File: config.mk
export PLATFORM = sky130hd
export DESIGN_NAME = chan_mux_rr
export DESIGN_NICKNAME = d
export VERILOG_FILES = /design/src/rtl/chan_mux_rr.sv
export SDC_FILE = /design/constraint.sdc
export NUM_CORES = 1
export LEC_CHECK = 0
export BUFFER_PORTS_ARGS = -buffer_cell sky130_fd_sc_hd__buf_2
export CORE_UTILIZATION = 48
export CTS_CLUSTER_SIZE = 12
export DETAILED_ROUTE_END_ITERATION = 10
export PLACE_DENSITY = 0.86
export SKIP_LAST_GASP = 1
export SYNTH_ARGS = -nofsm -noshare
export SYNTH_HDL_FRONTEND = slang
export SYNTH_SLANG_ARGS = --single-unit
File: constraint.sdc
create_clock -name clk -period 5.2 [get_ports clk]
set_clock_uncertainty 0.1 [all_clocks]
set_input_delay 0.26 -clock clk [delete_from_list [all_inputs] [get_ports clk]]
set_output_delay 0.26 -clock clk [all_outputs]
set_load 0.03 [all_outputs]
File: src/rtl/chan_mux_rr.sv
// chan_mux_rr: NCH-to-1 stream mux, fixed-select (mode=0) or round-robin (mode=1); 1-cycle registered output.
// Backpressure: in_ready only when the output register is empty or draining; en_n=1 flushes it (CHMUX_HOLD_EN: holds it).
module chan_mux_rr #(
  parameter int WIDTH = 4,
  parameter int NCH   = 4,
  parameter int SELW  = 2
) (
  input  logic                  clk,
  input  logic                  rst,
  input  logic                  en_n,
  input  logic                  mode,
  input  logic [SELW-1:0]       sel,
  input  logic [NCH*WIDTH-1:0]  in_data,
  input  logic [NCH-1:0]        in_valid,
  output logic [NCH-1:0]        in_ready,
  output logic [WIDTH-1:0]      out_data,
  output logic                  out_valid,
  input  logic                  out_ready,
  output logic [SELW-1:0]       out_ch
);

  localparam logic [SELW-1:0] LAST_CH = SELW'(NCH - 1);

  logic [SELW-1:0]  last;
  logic [SELW-1:0]  cand;
  logic [SELW-1:0]  rr_ch;
  logic             rr_found;
  logic             cand_ok;
  logic             cand_vld;
  logic             load_ok;
  logic             xfer;
  logic [WIDTH-1:0] cand_data;

  assign load_ok = !en_n && (!out_valid || out_ready);

  // Lowest valid index above last wins; otherwise wrap to the lowest valid index at or below last.
  always_comb begin
    rr_ch    = '0;
    rr_found = 1'b0;
    for (int i = NCH - 1; i >= 0; i--) begin
      if (in_valid[i] && (i <= int'(last))) begin
        rr_ch    = SELW'(i);
        rr_found = 1'b1;
      end
    end
    for (int i = NCH - 1; i >= 0; i--) begin
      if (in_valid[i] && (i > int'(last))) begin
        rr_ch    = SELW'(i);
        rr_found = 1'b1;
      end
    end
  end

  always_comb begin
    cand    = '0;
    cand_ok = 1'b0;
    if (mode) begin
      cand    = rr_ch;
      cand_ok = rr_found;
    end else begin
      cand    = (int'(sel) >= NCH) ? LAST_CH : sel;
      cand_ok = 1'b1;
    end
  end

  always_comb begin
    in_ready  = '0;
    cand_data = '0;
    cand_vld  = 1'b0;
    for (int i = 0; i < NCH; i++) begin
      if (SELW'(i) == cand) begin
        in_ready[i] = load_ok && cand_ok;
        cand_data   = in_data[i*WIDTH +: WIDTH];
        cand_vld    = in_valid[i];
      end
    end
  end

  assign xfer = cand_ok && cand_vld && load_ok;

  always_ff @(posedge clk) begin
    if (rst) begin
      out_data  <= '0;
      out_valid <= 1'b0;
      out_ch    <= '0;
      last      <= LAST_CH;
    end else if (xfer) begin
      out_data  <= cand_data;
      out_ch    <= cand;
      out_valid <= 1'b1;
      last      <= cand;
    end else if (en_n) begin
`ifdef CHMUX_HOLD_EN
      if (out_valid && out_ready) out_valid <= 1'b0;
`else
      out_data  <= '0;
      out_valid <= 1'b0;
      out_ch    <= '0;
`endif
    end else if (out_valid && out_ready) begin
      out_valid <= 1'b0;
    end
  end

endmodule

# Yosys cells after proc, flatten, opt, wreduce, memory -nomap -nowiden
# Index checks and enable logic that the tools add are counted.
# op_classes
n_addsub,0
shift,0
bitwise,0
n_reduce_logical,17
mux,35
eq_ne,3
mul,0
n_div,0
n_lt_le_gt_ge,6
# ops
operator,count
4-bit 2-to-1 mux,6
2-bit 2-to-1 mux,10
1-bit 2-to-1 mux,19
1-bit logical AND,11
"2-bit equality test, first input constant",2
"2-bit greater-than comparator, first input constant",2
"2-bit less-or-equal comparator, first input constant",2
3-bit nonzero test,1
"1-bit by 2-bit equality test with 1-bit output, first input constant",1
"1-bit by 2-bit greater-than comparator with 1-bit output, first input constant",1
"1-bit by 2-bit less-or-equal comparator with 1-bit output, first input constant",1
1-bit logical NOT,2
2-bit logical NOT,1
2-bit nonzero test,1
1-bit logical OR,1
# totals
output_inout_bits,11
mem_bits_rw,0
mem_count,0
word_cells,65
input_bits,27
latch_bits,0
regBits,9
mem_bits_ro,0

# Logic depth before layout (Yosys ltp)
# logic_depth
ltp_word,18
depth_mapped,7
ltp_nobuf,6

# Least setup slack after synthesis
# Ideal clock, no wire load.
# synth_timing
path_kind,register to output
start,register out_valid
end,output port in_ready[0]
setup_slack_ns,3.180
stages_incl_launch_ff,5
path_buffers,0
t_arrival_ns,1.660
t_required_ns,4.840
path_cell_list,dfxtp_1 nor2b_1 a211oi_1 nand2_1 nor2_1
# synth_between
elab_chain_len,5
# synth_rtl
element,line,source
from (decl),17,"output logic out_valid,"
from (signal assigned),84,out_valid <= 1'b0;
from (signal assigned),90,out_valid <= 1'b1;
from (signal assigned),97,out_valid <= 1'b0;
1-bit logical NOT,34,assign load_ok = !en_n && (!out_valid || out_ready);
1-bit logical OR,34,
1-bit logical AND,34,
1-bit logical AND,72,in_ready[i] = load_ok && cand_ok;
1-bit 2-to-1 mux,71,if (SELW'(i) == cand) begin
to (decl),15,"output logic [NCH-1:0] in_ready,"
# No other way between the ends.

# Final worst setup path
# layout_timing
start,register last[0]
end,output port in_ready[3]
# layout_between
elab_chain_len,12
word_cells_on_any_way,31
classes_between,6 x order compare; 1 x eq/ne; 17 x mux; 7 x reduce/logical
# layout_rtl
element,line,source
from (decl),24,logic [SELW-1:0] last;
from (signal assigned),91,last <= cand;
2-bit less-or-equal comparator,41,if (in_valid[i] && (i <= int'(last))) begin
1-bit logical AND,41,
2-bit 2-to-1 mux or 1-bit 2-to-1 mux (tied branches) (4 in a row),41,
2-bit 2-to-1 mux or 1-bit 2-to-1 mux (tied branches) (3 in a row),47,if (in_valid[i] && (i > int'(last))) begin
2-bit 2-to-1 mux or 1-bit 2-to-1 mux (tied branches),57,if (mode) begin
2-bit equality test or 1-bit logical AND (tied branches),"71, 72",
1-bit 2-to-1 mux *,71,
# Mark *: on every way between the ends. The rest lies on a longest branch, timed or not.

==> impl_metrics.yaml <==
outcome:
  outcome: "finished clean"
placed_design:
  dpl.hpwl_um: 1680
  dp.cells: 146
  numPortBuffers: 37
  gp_congestion: 0.899
setup_path:
  worst_setup_path_end_kind: "primary output"
  worst-path-max-fanout: 11
  crit_family: "simple AND/OR/NAND/NOR gates"
  slowest_stage: "dfxtp_1"
  path_cells: "nand2b_1 -> a211o_1 -> nand2_1 -> nand2_1 -> nor2_1 -> buf_2"
  critPathMostFrequentCell: "nand2_1"
  crit_arrival_ns: 1.87
  critPathKind: "reg2out"
  cp_num_buf_inv: 1
  worst_setup_path_start_kind: "flop"
  required_ns: 4.84
  slowest_delay_ns: 0.35
cells_and_area:
  mostFrequentLayoutCells: "buf_2, dfxtp_1, inv_1"
  nets: 162
  diodes: 0
  layout.cells.non_filler: 150
  layout_commonest_cell: "buf_2"
  drive_gt1_share_pct: 37.3
  syn_to_final_growth_pct: 28.4
floorplan:
  die_w_um: 42.5
  start_util_pct: 51.7
  rows: 14
  core_area_mm2: 0.00152
  die_y_um: 42.5
  ios: 38
  die-area_mm2: 0.00181
clocking:
  cts.htree.levels: 1
  cts_root_buffer: "clkbuf_4"
  path_clk_slew_ns: 0.06
  cts_tree: "done"
  post_cts_buffers: 0
  ctsHoldBuffers: 0
  cts-buffers-inserted: 3
  cts_repair_resize_count: 0
  clkLatencyLatePin_ns: 0.25
  cts_buffer_depth: 2
  clock_sinks: 9
power_and_ir_drop:
  peakVddDrop_mv: 0.0836
  p_leak_nw: 0.488
  p_per_area_mw_per_mm2: 214
run:
  drv_cap: 0
drt:
  route.antenna.remaining_nets: 0
  route.detailed.wl_per_inst_um: 14.1
  wirelength_um: 2120
  vias_per_cell: 6.16
  drc_errors: 0
  drtIter0Drc: 23
  firstDrtPassIters: 4
  vias: 924
timing:
  finalCriticalPeriod_ns: 2.23
  finalSetupViolCount: 0
  tns_ns: 0
  slew_headroom_pct: 50.0
  fmax_ghz: 0.448
  slew_viol_final: 0
  hold_viol: 0
  fin_crit_sh_pct: 42.9
  grt_setup_unrepaired: "no"
  worst_slew_pin_slew_ns: 0.745
yosys:
  synth-seq-cells: 9
  syn_inst: 95
  ys_seq_area_share_pct: 22.9
  yosysWarnings: 0
  synth_cell_types: 39
  synth_area_um2: 788
  synth.net_count: 122
  avgSynthCellArea_um2: 8.30
grt:
  grt_pass1_vias: 858
  grt_max_degree: 13
  grt_pass1_wl_um: 3560
  grt_usage_pct: 25.2
  grt_overflow_total: 0
  antenna_found_initial: 0
worst_hold_path:
  hold_path.class: "in2reg"
Yosys cell counts (all sizes together):
library cell  count  area share (%)
nor2              7             3.7
inv               7             3.3
nand3b            5             4.8
nor3b             2             2.5
a21boi            1            0.95
nand2b            5             4.0
and4              1             1.1
nor2b             2             1.6
a211o             1             1.1
a32o              1             1.3
a211oi            2             2.5
o311a             1             1.4
a21o              1            0.95
and3              4             3.2
a221o             1             1.3
nand2             5             2.7
o21a              1            0.95
and2              5             4.0
and2b             1            0.95
dfxtp             9              23
o21ai             7             4.4
o221ai            5             6.3
nand3             1            0.63
mux2              2             3.3
clkbuf            2            0.95
o211ai            2             3.7
a21oi             3             1.9
o311ai            5             6.5
nor4              1            0.79
mux2i             5             6.3
area by class of cell:
cell class / count / area [um2]
Clock buffer: 4 / 26.3
Fill cell: 136 / 512
Inverter: 7 / 26.3
Multi-Input combinational cell: 77 / 574
Sequential cell: 9 / 180
Tap cell: 16 / 20.0
Timing Repair Buffer: 37 / 185
layer usage:
layer / share of wire (%) / vias to the layer above / global-route usage (%)
met2: 49 / 50 / 41.8
met1: 42 / 423 / 30.6
met3: 6.5 / 8 / 3.45
met5: 0 / - / 0
li1: - / 443 / -
met4: 2.3 / 0 / 15.0
state kept, by name (all words and copies together) (netlist names):
register,flops
last,2
out_data,4
out_valid,1
out_ch,2
cell families after synthesis:
kind of cell / after synthesis / share of synthesized area [%]
buf+inv: 9 / 4.29
simple gates: 39 / 29.8
mux: 7 / 9.68
compound gates: 31 / 33.3
flops: 9 / 22.9
report_power, final:
| group | switching (mW) | total [mW] | leakage (nW) | internal (mW) |
|---|---|---|---|---|
| Clock | 0.0236 | 0.0531 | 0.0150 | 0.0295 |
| Combinational | 0.0511 | 0.0857 | 0.400 | 0.0346 |
| Sequential | 0.00347 | 0.0777 | 0.0736 | 0.0742 |
through the flow:
step                total power, mW  utilization [%]  instance area, um2  setup slack [ns]  hold slack (ns)
floorplan                     0.137                -                 788              3.18            0.229
global placement              0.162             64.7                 986              3.13            0.379
detailed placement            0.164             64.7                 986              3.05            0.382
CTS                           0.216             66.4                1010              2.97            0.124
global route                  0.227             66.4                1010              2.85            0.131
finish                        0.216             66.4                1010              2.97            0.120
worst reg2reg max path: stages (launching register included):
cell and delay, ns:
dfxtp_1 0.35, nor3b_2 0.36, a211o_1 0.21, nand2_1 0.22, and2_1 0.23, o311ai_0 0.39, mux2i_1 0.14
final timing paths:
kind / from / end / slack (ns) / cells after the start
min: rst / out_valid$_SDFFE_PP0P_ / 0.12 / 2
max reg2reg: last[1]$_SDFFE_PP1P_ / out_data[2]$_SDFFE_PP0P_ / 3.06 / 6
max: last[0]$_SDFFE_PP1P_ / in_ready[3] / 2.97 / 6
min reg2reg: out_data[1]$_SDFFE_PP0P_ / out_data[1]$_SDFFE_PP0P_ / 0.39 / 2
Power figures use the tool's default switching activity.
